<file path="src/rtl/clk_div_cfg_ctrl.sv">
// Configuration front-end for the integer clock divider: queues ratio requests,
// rejects zero, and replays them to the divider port under a per-transfer timeout.
module clk_div_cfg_ctrl #(
  parameter int DIV_VALUE_WIDTH   = 4,
  parameter int DEFAULT_DIV_VALUE = 2,
  parameter int FIFO_DEPTH        = 2,
  parameter int TIMEOUT_CYCLES    = 64
) (
  input  logic                               clk_i,
  input  logic                               rst_i,
  input  logic [DIV_VALUE_WIDTH-1:0]         req_div_i,
  input  logic                               req_valid_i,
  output logic                               req_ready_o,
  output logic [DIV_VALUE_WIDTH-1:0]         div_o,
  output logic                               div_valid_o,
  input  logic                               div_ready_i,
  output logic [DIV_VALUE_WIDTH-1:0]         cur_div_o,
  output logic                               busy_o,
  output logic [$clog2(FIFO_DEPTH+1)-1:0]    fifo_level_o,
  output logic                               err_zero_o,
  output logic                               err_timeout_o,
  input  logic                               err_clr_i
);

  localparam int LVL_W = $clog2(FIFO_DEPTH + 1);
  localparam int PTR_W = (FIFO_DEPTH > 1) ? $clog2(FIFO_DEPTH) : 1;
  localparam int CNT_W = $clog2(TIMEOUT_CYCLES);

  localparam logic [LVL_W-1:0]           LVL_FULL = LVL_W'(FIFO_DEPTH);
  localparam logic [PTR_W-1:0]           PTR_LAST = PTR_W'(FIFO_DEPTH - 1);
  localparam logic [CNT_W-1:0]           CNT_LAST = CNT_W'(TIMEOUT_CYCLES - 1);
  localparam logic [DIV_VALUE_WIDTH-1:0] DIV_DEF  = DIV_VALUE_WIDTH'(DEFAULT_DIV_VALUE);

  typedef enum logic {
    S_IDLE = 1'b0,
    S_REQ  = 1'b1
  } state_t;

  state_t                     r_state;
  state_t                     w_state_next;

  logic [DIV_VALUE_WIDTH-1:0] r_mem [FIFO_DEPTH];
  logic [PTR_W-1:0]           r_wr_ptr;
  logic [PTR_W-1:0]           r_rd_ptr;
  logic [LVL_W-1:0]           r_level;
  logic [CNT_W-1:0]           r_cnt;
  logic [DIV_VALUE_WIDTH-1:0] r_div;
  logic [DIV_VALUE_WIDTH-1:0] r_cur;
  logic                       r_err_zero;
  logic                       r_err_timeout;

  logic                       w_ready;
  logic                       w_accept;
  logic                       w_push;
  logic                       w_zero;
  logic                       w_pop;
  logic                       w_done;
  logic                       w_timeout;

  // Ready comes from the registered level only; a full FIFO never accepts,
  // even on a cycle where it is popping.
  assign w_ready  = (r_level != LVL_FULL);
  assign w_accept = req_valid_i & w_ready;
  assign w_push   = w_accept & (req_div_i != '0);
  assign w_zero   = w_accept & (req_div_i == '0);

  always_comb begin
    w_state_next = r_state;
    w_pop        = 1'b0;
    w_done       = 1'b0;
    w_timeout    = 1'b0;
    case (r_state)
      S_IDLE: begin
        if (r_level != '0) begin
          w_pop        = 1'b1;
          w_state_next = S_REQ;
        end
      end
      S_REQ: begin
        // A ready on the terminal-count edge takes priority over the timeout.
        if (div_ready_i) begin
          w_done       = 1'b1;
          w_state_next = S_IDLE;
        end else if (r_cnt == CNT_LAST) begin
          w_timeout    = 1'b1;
          w_state_next = S_IDLE;
        end
      end
      default: w_state_next = S_IDLE;
    endcase
  end

  always_ff @(posedge clk_i) begin
    if (rst_i) begin
      r_state <= S_IDLE;
    end else begin
      r_state <= w_state_next;
    end
  end

  always_ff @(posedge clk_i) begin
    if (w_push) begin
      r_mem[r_wr_ptr] <= req_div_i;
    end
  end

  always_ff @(posedge clk_i) begin
    if (rst_i) begin
      r_wr_ptr <= '0;
      r_rd_ptr <= '0;
      r_level  <= '0;
    end else begin
      if (w_push) begin
        r_wr_ptr <= (r_wr_ptr == PTR_LAST) ? '0 : r_wr_ptr + 1'b1;
      end
      if (w_pop) begin
        r_rd_ptr <= (r_rd_ptr == PTR_LAST) ? '0 : r_rd_ptr + 1'b1;
      end
      case ({w_push, w_pop})
        2'b10:   r_level <= r_level + 1'b1;
        2'b01:   r_level <= r_level - 1'b1;
        default: r_level <= r_level;
      endcase
    end
  end

  always_ff @(posedge clk_i) begin
    if (rst_i) begin
      r_cnt <= '0;
      r_div <= DIV_DEF;
      r_cur <= DIV_DEF;
    end else begin
      if (w_pop) begin
        r_cnt <= '0;
        r_div <= r_mem[r_rd_ptr];
      end else if (r_state == S_REQ) begin
        r_cnt <= r_cnt + 1'b1;
      end
      if (w_done) begin
        r_cur <= r_div;
      end
    end
  end

  // Sticky flags: a new event on the clear cycle keeps the flag set.
  always_ff @(posedge clk_i) begin
    if (rst_i) begin
      r_err_zero    <= 1'b0;
      r_err_timeout <= 1'b0;
    end else begin
      if (w_zero) begin
        r_err_zero <= 1'b1;
      end else if (err_clr_i) begin
        r_err_zero <= 1'b0;
      end
      if (w_timeout) begin
        r_err_timeout <= 1'b1;
      end else if (err_clr_i) begin
        r_err_timeout <= 1'b0;
      end
    end
  end

  assign req_ready_o   = w_ready;
  assign div_o         = r_div;
  assign div_valid_o   = (r_state == S_REQ);
  assign cur_div_o     = r_cur;
  assign busy_o        = (r_level != '0) | (r_state != S_IDLE);
  assign fifo_level_o  = r_level;
  assign err_zero_o    = r_err_zero;
  assign err_timeout_o = r_err_timeout;

endmodule

</file>
<file path="config.mk">
export PLATFORM = sky130hd
export DESIGN_NAME = clk_div_cfg_ctrl
export DESIGN_NICKNAME = d
export VERILOG_FILES = /design/src/rtl/clk_div_cfg_ctrl.sv
export SDC_FILE = /design/constraint.sdc
export NUM_CORES = 1
export LEC_CHECK = 0
export ABC_AREA = 1
export CAP_MARGIN = 30
export CORE_MARGIN = 2
export CORE_UTILIZATION = 43
export DETAILED_ROUTE_END_ITERATION = 8
export GPL_TIMING_DRIVEN = 1
export PLACE_DENSITY = 0.68
export RECOVER_POWER = 25
export SLEW_MARGIN = 20
export SYNTH_ARGS = -nofsm -noshare
export SYNTH_HDL_FRONTEND = slang
export SYNTH_SLANG_ARGS = --single-unit
</file>
<file path="constraint.sdc">
create_clock -name clk_i -period 1.7 [get_ports clk_i]
set_input_delay 0.51 -clock clk_i [delete_from_list [all_inputs] [get_ports clk_i]]
set_output_delay 0.51 -clock clk_i [all_outputs]
set_load 0.01 [all_outputs]
</file>
==> run_results.csv <==
group,metric,value,unit
global_routing,grt_max_degree,11,
layout,layout-drive-gt1-share,18.3,%
drt,first_pass_iters,4,
setup_path,crit_buf_inv,2,
timing,period_needed,1.63,ns
setup_path,endpoint_kind,"primary output",
setup_path,path_cells,"inv_2, nand2_1, dlygate4sd2_1",
die,die_h,57.3,um
logic_synthesis,seq_area_frac_synth,54.0,%
job,cap_violations,0,
die,start_util,44.7,%
layout,fin_nets,201,
setup_path,required,1.19,ns
logic_synthesis,yosysWarnings,0,
logic_synthesis,ys_types,22,
setup_path,arrival,1.12,ns
placement,dp_cells,214,
power,power.leakage,0.738,nW
setup_path,critPathMaxFanout,7,
clock_tree,cts_max_level,2,
setup_path,cpPeakStageDelay,0.38,ns
layout,num_antenna_cells,0,
die,core_area,0.00273,mm^2
setup_path,r2r_cells,8,
timing,fin_skew,0.0113,ns
clock_tree,numCtsBuffers,5,
logic_synthesis,synth_area_leader_cell,"dfxtp_1",
timing,fin_tns_setup,0,ns
clock_tree,cts.clk_slew.worst_paths,0.10,ns
timing,worst_pin_slew,0.326,ns
logic_synthesis,synth_seq_cells,29,
global_routing,grt_pass1_vias,974,
placement,gp_congestion,0.721,
die,die_w,57.3,um
logic_synthesis,synthTopCellsByArea,"dfxtp_1, edfxtp_1, nand2_1",
setup_path,critPathLaunch,"fifo_level_o[0]$_SDFFE_PP0P_",
setup_path,r2r_end,"fifo_level_o[1]$_SDFFE_PP0P_",
layout,syn_to_final_growth,34.5,%
drt,drc,0,
drt,antenna_left,0,
global_routing,antenna_found_initial,0,
setup_path,slowest_stage,"dfxtp_4",
min_path,hold_depth,2,
setup_path,critPathLaunchType,"flop",
logic_synthesis,synthesis.nets,157,
timing,final.setup.worst_slack,0.0656,ns
min_path,worstHoldStart,"err_timeout_o$_SDFFE_PP0P_",
timing,period_share,96.1,%
clock_tree,clock_sinks,29,
drt,drt_iter0_drc,29,
layout,regArea,672,um^2
setup_path,crit_type,"flop to primary output",
logic_synthesis,syn_avg_cell_area,8.37,um^2
setup_path,r2r_start,"fifo_level_o[0]$_SDFFE_PP0P_",
layout,instances_no_fill,222,
die,io_pins,24,
power,vdd_ir_drop_max,0.000998,V
placement,pre_cts_slack,-0.247,ns
logic_synthesis,syn_area,0.00122,mm^2
drt,wirelength,2280,um
global_routing,grt_usage,15.5,%
timing,fmax,612,MHz
placement,hpwl,1800,um
setup_path,r2r_setup_slack,0.27,ns
layout,fillCellCount,248,
global_routing,grt_pass1_wl,3840,um
min_path,min_to,"err_timeout_o$_SDFFE_PP0P_",
timing,hold_viol,0,
timing,maxSlewViolCount,0,
clock_tree,cts_root_buf,"clkbuf_4",
layout,multi_input_area,473,um^2
timing,finalSetupViolCount,0,
outcome,outcome,"finished, final reports clean",
die,dieArea,0.00329,mm^2
placement,io_buffers,23,
drt,vias,1020,
setup_path,crit_family,"flip-flops",
power,power_density,1480,mW/mm^2
clock_tree,cts_buffer_depth,2,
global_routing,grt-ovfl-total,0,
timing,hold_ws,0.466,ns
timing,max_slew_margin,78.3,%
drt,viasPerCell,4.59,
clock_tree,clkLatencyLatePin,0.32,ns
timing,rsz0062_at_grt,"false",
logic_synthesis,netlist_instances,146,
clock_tree,cts_tree,"done",
logic_synthesis,yosysTopAreaCellShare,34.4,%
drt,wire_per_inst,10.3,um
die,fp-row-count,19,
power,finalPower,2.43,mW
min_path,hold_path.class,"flop to flop",
==> how the worst max path moves through the flow <==
stage                              endpoint  slack, ns  cells past startpoint
2_1_floorplan  fifo_level_o[1]$_SDFFE_PP0P_       0.25                      8
3_3_place_gp   fifo_level_o[1]$_SDFFE_PP0P_      -0.18                      9
3_5_place_dp   fifo_level_o[1]$_SDFFE_PP0P_      -0.25                      9
4_1_cts                         req_ready_o       0.05                      3
5_1_grt                              busy_o      0.002                      3
6_report                        req_ready_o       0.07                      3
==> layout by cell type, fill, tap and decap left out <==
cell type         n
ha_1              2
clkinv_2          1
o21ai_4           1
inv_1            13
nand2_4           1
dfxtp_1          18
nand4_1           1
edfxtp_1          8
inv_2             3
o21ai_0          12
clkdlybuf4s50_1   8
nand3_1           5
xnor2_1           2
clkbuf_1          2
a31oi_1           1
buf_4            10
a21oi_1           6
nor2_2            1
clkbuf_8          2
clkbuf_4          9
nand2_1          31
nor2_1           31
a21oi_2           1
nor3b_2           1
dlygate4sd2_1    15
inv_4             1
nand2_2           1
dfxtp_4           3
xor2_1            1
==> state kept, by name, indices dropped and copies added, names as in the netlist, 2 cells and up <==
name          count
div_o             4
cur_div_o         4
fifo_level_o      2
r_mem             8
r_cnt             6
==> per-layer routing <==
layer | GRT usage, % | part of all wire, % | vias to the layer above
met4 | 8.97 | 1.7 | 0
met2 | 27.4 | 50 | 18
met1 | 16.5 | 45 | 447
li1 | - | - | 551
met5 | 0 | 0 | -
met3 | 4.08 | 3.7 | 4
==> metrics by stage <==
step                util [%]  cell area, um^2
floorplan                  -             1220
global placement        58.1             1590
detailed placement      58.1             1590
CTS                     60.4             1650
global route            60.1             1640
finish                  60.1             1640
==> kinds of logic after synthesis <==
group / count (synthesis) / synth area share, %
and+or+nand+nor: 72 / 24.6
DFF: 29 / 54.0
buffers and inverters: 19 / 7.27
AOI/OAI and AO/OA: 21 / 9.93
xor gates and xnor gates: 3 / 2.15
adders and majority gates: 2 / 2.05
==> timing repair <==
action | 4_1_cts | 5_1_grt
setup endpoints to repair | 15 | 1
resized for setup | 21 | 1
cloned | 0 | 0
hold buffers | 0 | 0
setup buffers | 0 | 0
endpoints found under the hold margin | 0 | 0
==> tightest hold or removal path, cell delays in order (launching register included) <==
cell     delay (ns)
dfxtp_1        0.32
nand2_1        0.06
a21oi_1        0.05
==> area by class of cell <==
type | count | share of cell area (%)
repair buffers | 39 | 19.7
multi-input cells | 98 | 28.8
well taps | 31 | 2.36
clock inverters | 1 | 0.304
inverters | 17 | 4.03
flip-flops and latches | 29 | 40.9
clock buffers | 7 | 3.96
==> cell usage after synthesis <==
cell,count
nand2_1,31
nor2_1,31
dfxtp_1,21
inv_1,14
o21ai_0,12
edfxtp_1,8
a21oi_1,6
nand3_1,5
buf_6,2
ha_1,2
inv_2,2
xnor2_1,2
a21oi_2,1
a31oi_1,1
inv_4,1
nand2_2,1
nand2_4,1
nand4_1,1
nor2_2,1
nor3b_2,1
o21ai_4,1
xor2_1,1
==> report_power, final <==
part	internal [mW]	total [mW]	switching [mW]
Combinational	0.423	0.930	0.507
Sequential	0.885	1.02	0.135
Clock	0.239	0.476	0.237
No activity file was read; power rests on OpenSTA's default activity.
